$ cat src/rtl/melody_sequencer.sv
// Steps a song ROM from START_ADDR to END_ADDR and drives key/gate for a tone generator.
// Optional build macro MELODY_SEQ_LOOP_EN: restart at START_ADDR at end of song instead of stopping.
module melody_sequencer #(
    parameter logic [15:0] TICK_DIV   = 16'd1000,
    parameter logic [15:0] GAP_CYCLES = 16'd100,
    parameter logic [7:0]  START_ADDR = 8'd14,
    parameter logic [7:0]  END_ADDR   = 8'd81
) (
    input  logic        clk,
    input  logic        rst_n,
    input  logic        start,
    input  logic        stop,
    input  logic [15:0] rom_data,
    output logic [7:0]  rom_addr,
    output logic [7:0]  key,
    output logic        gate,
    output logic        note_strobe,
    output logic        busy,
    output logic        done
);

    typedef enum logic [2:0] {
        S_IDLE,
        S_FETCH,
        S_PLAY,
        S_GAP,
        S_FINISH
    } state_t;

    localparam logic [15:0] LAST_TICK     = TICK_DIV - 16'd1;
    localparam logic [15:0] GATE_OFF_TICK = TICK_DIV - 16'd1 - GAP_CYCLES;

    state_t      state_q;
    logic [7:0]  rom_addr_q;
    logic [7:0]  key_q;
    logic [7:0]  unit_cnt_q;
    logic [15:0] tick_cnt_q;
    logic        gate_q;
    logic        note_strobe_q;
    logic        busy_q;
    logic        done_q;

    logic [7:0]  fetch_dur;
    logic [7:0]  fetch_key;
    logic        note_over;
    logic        song_over;

    assign fetch_dur = rom_data[15:8];
    assign fetch_key = rom_data[7:0];

    // The GAP phase reuses tick_cnt, so a note always ends on the last tick of its last unit.
    assign note_over = ((state_q == S_PLAY) && (GAP_CYCLES == 16'd0) &&
                        (unit_cnt_q == 8'd1) && (tick_cnt_q == LAST_TICK)) ||
                       ((state_q == S_GAP) && (tick_cnt_q == LAST_TICK));

    assign song_over = (note_over && (rom_addr_q == END_ADDR)) ||
                       ((state_q == S_FETCH) && (fetch_dur == 8'd0));

    always_ff @(posedge clk or negedge rst_n) begin
        if (!rst_n) begin
            state_q       <= S_IDLE;
            rom_addr_q    <= START_ADDR;
            key_q         <= 8'd0;
            gate_q        <= 1'b0;
            note_strobe_q <= 1'b0;
            busy_q        <= 1'b0;
            done_q        <= 1'b0;
            tick_cnt_q    <= 16'd0;
            unit_cnt_q    <= 8'd0;
        end else begin
            note_strobe_q <= 1'b0;
            done_q        <= 1'b0;
            if (stop) begin
                state_q    <= S_IDLE;
                rom_addr_q <= START_ADDR;
                key_q      <= 8'd0;
                gate_q     <= 1'b0;
                busy_q     <= 1'b0;
                tick_cnt_q <= 16'd0;
                unit_cnt_q <= 8'd0;
            end else if (song_over) begin
`ifdef MELODY_SEQ_LOOP_EN
                state_q    <= S_FETCH;
                rom_addr_q <= START_ADDR;
                gate_q     <= 1'b0;
                done_q     <= 1'b1;
`else
                // busy falls together with the done pulse; FINISH only tidies up.
                state_q    <= S_FINISH;
                key_q      <= 8'd0;
                gate_q     <= 1'b0;
                busy_q     <= 1'b0;
                done_q     <= 1'b1;
`endif
            end else if (note_over) begin
                state_q    <= S_FETCH;
                rom_addr_q <= rom_addr_q + 8'd1;
                gate_q     <= 1'b0;
            end else begin
                case (state_q)
                    S_IDLE: begin
                        if (start) begin
                            state_q    <= S_FETCH;
                            rom_addr_q <= START_ADDR;
                            busy_q     <= 1'b1;
                        end
                    end
                    S_FETCH: begin
                        state_q       <= S_PLAY;
                        key_q         <= fetch_key;
                        gate_q        <= (fetch_key != 8'd0);
                        note_strobe_q <= 1'b1;
                        unit_cnt_q    <= fetch_dur;
                        tick_cnt_q    <= 16'd0;
                    end
                    S_PLAY: begin
                        if ((unit_cnt_q == 8'd1) && (tick_cnt_q == GATE_OFF_TICK)) begin
                            state_q    <= S_GAP;
                            gate_q     <= 1'b0;
                            tick_cnt_q <= tick_cnt_q + 16'd1;
                        end else if (tick_cnt_q == LAST_TICK) begin
                            tick_cnt_q <= 16'd0;
                            unit_cnt_q <= unit_cnt_q - 8'd1;
                        end else begin
                            tick_cnt_q <= tick_cnt_q + 16'd1;
                        end
                    end
                    S_GAP: begin
                        tick_cnt_q <= tick_cnt_q + 16'd1;
                    end
                    S_FINISH: begin
                        state_q    <= S_IDLE;
                        rom_addr_q <= START_ADDR;
                    end
                    default: begin
                        state_q    <= S_IDLE;
                        rom_addr_q <= START_ADDR;
                        busy_q     <= 1'b0;
                    end
                endcase
            end
        end
    end

    assign rom_addr    = rom_addr_q;
    assign key         = key_q;
    assign gate        = gate_q;
    assign note_strobe = note_strobe_q;
    assign busy        = busy_q;
    assign done        = done_q;

endmodule

$ cat config.mk
export PLATFORM = sky130hd
export DESIGN_NAME = melody_sequencer
export DESIGN_NICKNAME = d
export VERILOG_FILES = /design/src/rtl/melody_sequencer.sv
export SDC_FILE = /design/constraint.sdc
export NUM_CORES = 1
export LEC_CHECK = 0
export BUFFER_PORTS_ARGS = -buffer_cell sky130_fd_sc_hd__buf_2
export CAP_MARGIN = 5
export CELL_PAD_IN_SITES_DETAIL_PLACEMENT = 1
export CELL_PAD_IN_SITES_GLOBAL_PLACEMENT = 1
export CORE_MARGIN = 10
export CORE_UTILIZATION = 40
export CTS_BUF_LIST = sky130_fd_sc_hd__clkbuf_8
export CTS_CLUSTER_SIZE = 10
export DETAILED_ROUTE_END_ITERATION = 8
export GPL_TIMING_DRIVEN = 1
export PLACE_DENSITY_LB_ADDON = 0.1
export SLEW_MARGIN = 15
export SYNTH_ARGS = -nofsm -noshare
export SYNTH_HDL_FRONTEND = slang
export SYNTH_SLANG_ARGS = --single-unit
export TNS_END_PERCENT = 100
$ cat constraint.sdc
create_clock -name clk -period 2.2 [get_ports clk]
set_clock_uncertainty 0.05 [all_clocks]
set_input_delay 0.44 -clock clk [delete_from_list [all_inputs] [get_ports clk]]
set_output_delay 0.44 -clock clk [all_outputs]
set_load 0.03 [all_outputs]
==> results <==
- Data on the critical path is required at its endpoint by 2.35 ns.
- The shortest clock period the worst path allows after layout is 2.16 ns.
- The first detailed-routing pass ran for 4 iterations.
- The startpoint of the worst setup timing path is state_q[1]$_DFFE_PN0P_.
- In the final layout, flip-flops and latches occupy 0.00118 mm2.
- The critical path in this run is classified as reg2reg.
- The initial standard-cell utilization of the core is 41.3%.
- The largest individual stage delay along the critical path comes from the cell sky130_fd_sc_hd__or4_1.
- STA classifies the critical path endpoint as a register.
- The maximum clock frequency is 463 MHz.
- TritonCTS built the clock tree.
- Excluding fillers, the count of instances in the completed layout stands at 509.
- In this run, synthesis produced a sequential element count of 47.
- The first-iteration detailed-routing DRC count is 119.
- The number of endpoints failing setup at the final stage is 0.
- The number of antenna violations at the first check in global routing is 0.
- The flow ran to the end, and the final reports show no timing, DRC or antenna violations.
- The count of flip-flops with a built-in enable after synthesis is 0.
- The first global-routing pass estimated 15.6 mm of wire.
- The total power is 0.00208 W.
- The count of endpoints failing hold in the final timing report is 0.
- Max-cap violations in this run came to 0.
- The post-synth net total is 347.
- The layout filler cell count is 808.
- The max-slew violation count is 0.
- The highest ir drop seen on vdd is 0.298 mV.
- The met3 wire length is 295 um.
- The die footprint is 0.0108 mm2.
- A synthesized cell averages 8.72 um2.
- Net switching is 27.6% of the power.
- After detailed routing, the number of remaining DRC violations is 0.
- The count of buffers inserted at the top-level ports is 39.
- After detailed routing, the number of vias per cell comes to 5.59.
- The synthesized netlist occupies a cell area of 0.00281 mm2.
- The post-DP HPWL is 7.04 mm.
- The smallest setup slack after layout is 0.0387 ns.
- The cell-internal power is 0.00150 W.
- Setup repair after global routing could not meet its margin everywhere.
- The setup slack at placement is -0.168 ns.
- Routability-driven placement finished with a final weighted congestion of 0.813.
- In the final layout, the share of cells above drive strength 1 is 32.2%.
- The setup check on the worst reg-to-reg path leaves a slack of 0.04 ns.
- The critical path goes through or3b_2, or4_1, o41a_1, inv_2, a21oi_4, mux2_4.
- Of all nets on the critical path, the largest fanout is 3.
- The clock network is responsible for 36.5% of the overall power.
- The die is 104 um wide.
- The commonest non-fill, non-tap cell in the layout is sky130_fd_sc_hd__buf_4.
- The clock tree synthesis step divided the H-tree into 2 levels.
- The worst setup path is launched from a register.
- The largest net degree at the start of global routing is 29.
- The Yosys step of the flow raised 0 warnings.
- The highest layer touched by signal routing is met4.
- Clock latency on the worst-skew pair, taken at its later pin, is 0.31 ns.
- The multi-input combinational cells in the finished layout cover a total of 0.00161 mm2.
- Of all flip-flops after synthesis, the portion carrying an async set or reset was 100%.
- Sequential cells account for 43.8% of the total power.
- The synthesized netlist contains 60 unique library cells.
- The number of instances in the synthesized netlist is 322.
- Global routing finished with a remaining overflow of 0.
- For this design the static power due to leakage is 1.68 nW.
- The overall global routing resource usage is 17.1%.
- The routed design has 9.23 mm of wire.
- The total number of clock tree sinks is 47.
- The detailed-route via count is 2846.
- The startpoint of the most critical register-to-register path is state_q[1]$_DFFE_PN0P_.
- The portion of the clock cycle consumed by the worst path in the final layout is 98.2%.
- The vertical extent of the die is 104 um.
- The worst hold path belongs to the class in2async.
- The number of buffers created by CTS is 5.
- The tightest hold path in the finished design has a slack of 0.114 ns.
- In the layout the commonest cells are 56 x sky130_fd_sc_hd__buf_4, 44 x sky130_fd_sc_hd__dfrtp_1, 40 x sky130_fd_sc_hd__buf_2.
- The cell sitting at the root of the clock tree is a sky130_fd_sc_hd__clkbuf_8.
- At the worst endpoint, the arrival time is 2.31 ns.
- The routed design uses 4.51 mm of met2 wire.
- The longest clock path from root to sink contains 2 buffers.
- The headroom to the max-slew limit is 53.7%.
- The power per unit of standard cell area is 556 mW/mm2.
- The net total in the final layout is 437.
- In the synthesized netlist the dominant register cell turns out to be sky130_fd_sc_hd__dfrtp_1.
- The number of nets with antenna violations after detailed routing is 0.
- The part of the Yosys area used for sequential elements is 42.0%.
- After detailed routing, the average wire length per cell comes to 18.1 um.
- The analysis attributes to net switching a power of 0.000573 W.
- The region available for standard cell placement spans 0.00679 mm2.
- For this run, the slowest stage of the critical path takes 0.52 ns.
- The wire length the detailed router placed on met1 is 4.32 mm.
- The cell count after placement is 497.
- The antenna cell count is 0.
- The area overhead of the layout relative to synthesis is 33.1%.
- The transition at the pin with the smallest max-transition slack is 0.695 ns.
- Clock-pin slew was measured on the worst setup and hold paths at 0.09 ns.
- The via count of the first global-routing pass was 3156.
- Hold repair after CTS inserted 0 buffers.
- For this design the top-level I/O count stands at 40.
- The post-route setup TNS is 0 ns.
- The share of total power dissipated in combinational logic is 19.7%.
- The site row count is 30.
-- path summary, 6_finish.rpt --
kind,to,depth (start not counted)
min,note_strobe$_DFF_PN0_,1
max reg2reg,rom_addr[0]$_DFFE_PN0P_,6
min in group clk,key[5]$_DFFE_PN0P_,3
max in group asynchronous,unit_cnt_q[1]$_DFFE_PN0P_,2
max,rom_addr[0]$_DFFE_PN0P_,6
min reg2reg,key[6]$_DFFE_PN0P_,2
-- worst max-delay path: cells and delay by family, from the launching register on --
| kind | cells | cell delay (ns) |
|---|---|---|
| flip-flops | 1 | 0.39 |
| multiplexers | 1 | 0.30 |
| AND/OR/NAND/NOR | 2 | 1.02 |
| buffers and inverters | 1 | 0.09 |
| AO/OA/AOI/OAI | 2 | 0.20 |
-- synth_stat cells, drive strengths merged, types with 4 or more instances --
master / count / area (um2)
nor4: 10 / 68.8
dfrtp: 44 / 1100
clkbuf: 9 / 35.0
inv: 11 / 41.3
buf: 6 / 28.8
or3: 9 / 56.3
o21ai: 17 / 85.1
nand3: 8 / 40.0
ha: 5 / 62.6
nor3: 9 / 50.1
nor2: 26 / 97.6
xnor2: 9 / 78.8
nand2: 37 / 139
a21oi: 36 / 184
o2bb2ai: 4 / 35.0
nand4: 9 / 56.3
nor3b: 5 / 42.5
or4: 8 / 67.6
o31ai: 7 / 52.6
-- registers in the layout, indices dropped and copies added, names as in the netlist --
signal	count
state_q	3
note_strobe	1
unit_cnt_q	8
key	8
gate	1
done	1
busy	1
rom_addr	8
tick_cnt_q	16
-- per-stage QoR --
stage / util (%) / cell area, um2
floorplan: - / 2810
global placement: 51.5 / 3500
detailed placement: 51.5 / 3500
CTS: 54.0 / 3670
global route: 55.0 / 3740
finish: 55.0 / 3740
-- power by group through the flow --
stage | Clock, W | Combinational [W] | Sequential, W
floorplan | 0 | 0.000185 | 0.000954
global placement | 0 | 0.000381 | 0.000925
detailed placement | 0 | 0.000395 | 0.000927
CTS | 0.000775 | 0.000404 | 0.000911
global route | 0.000804 | 0.000451 | 0.000915
finish | 0.000757 | 0.000410 | 0.000910
-- what timing repair did --
item | 4_1_cts | 5_1_grt
buffers inserted | 2 | 1
cloned | 0 | 1
hold endpoints to repair | 0 | 0
pin swaps | 2 | 8
endpoints found under the setup margin | 11 | 15
resized for setup | 5 | 15
-- area by class of cell --
class                   count  share of cell area (%)
well taps                  96                    3.21
clock buffers               5                    1.84
repair buffers             98                    17.7
multi-input cells         249                    42.9
flip-flops and latches     47                    31.5
clock inverters             3                    1.71
inverters                  11                    1.10
-- metal layers --
| metal | global-route usage, % | vias to the layer above |
|---|---|---|
| li1 | - | 1367 |
| met1 | 21.7 | 1422 |
| met2 | 29.1 | 48 |
| met3 | 3.10 | 9 |
| met4 | 4.57 | 0 |
| met5 | 0 | - |
-- cell families after synthesis --
kind of cell    after synthesis  share of synthesized area [%]
flops                        47                           42.0
mux                           4                           1.83
xor+xnor                      9                           2.81
simple gates                142                           27.6
buf+inv                      26                           3.74
compound gates               89                           19.8
fa+ha+maj                     5                           2.23
Note: power is estimated with default switching activity, not from simulation.
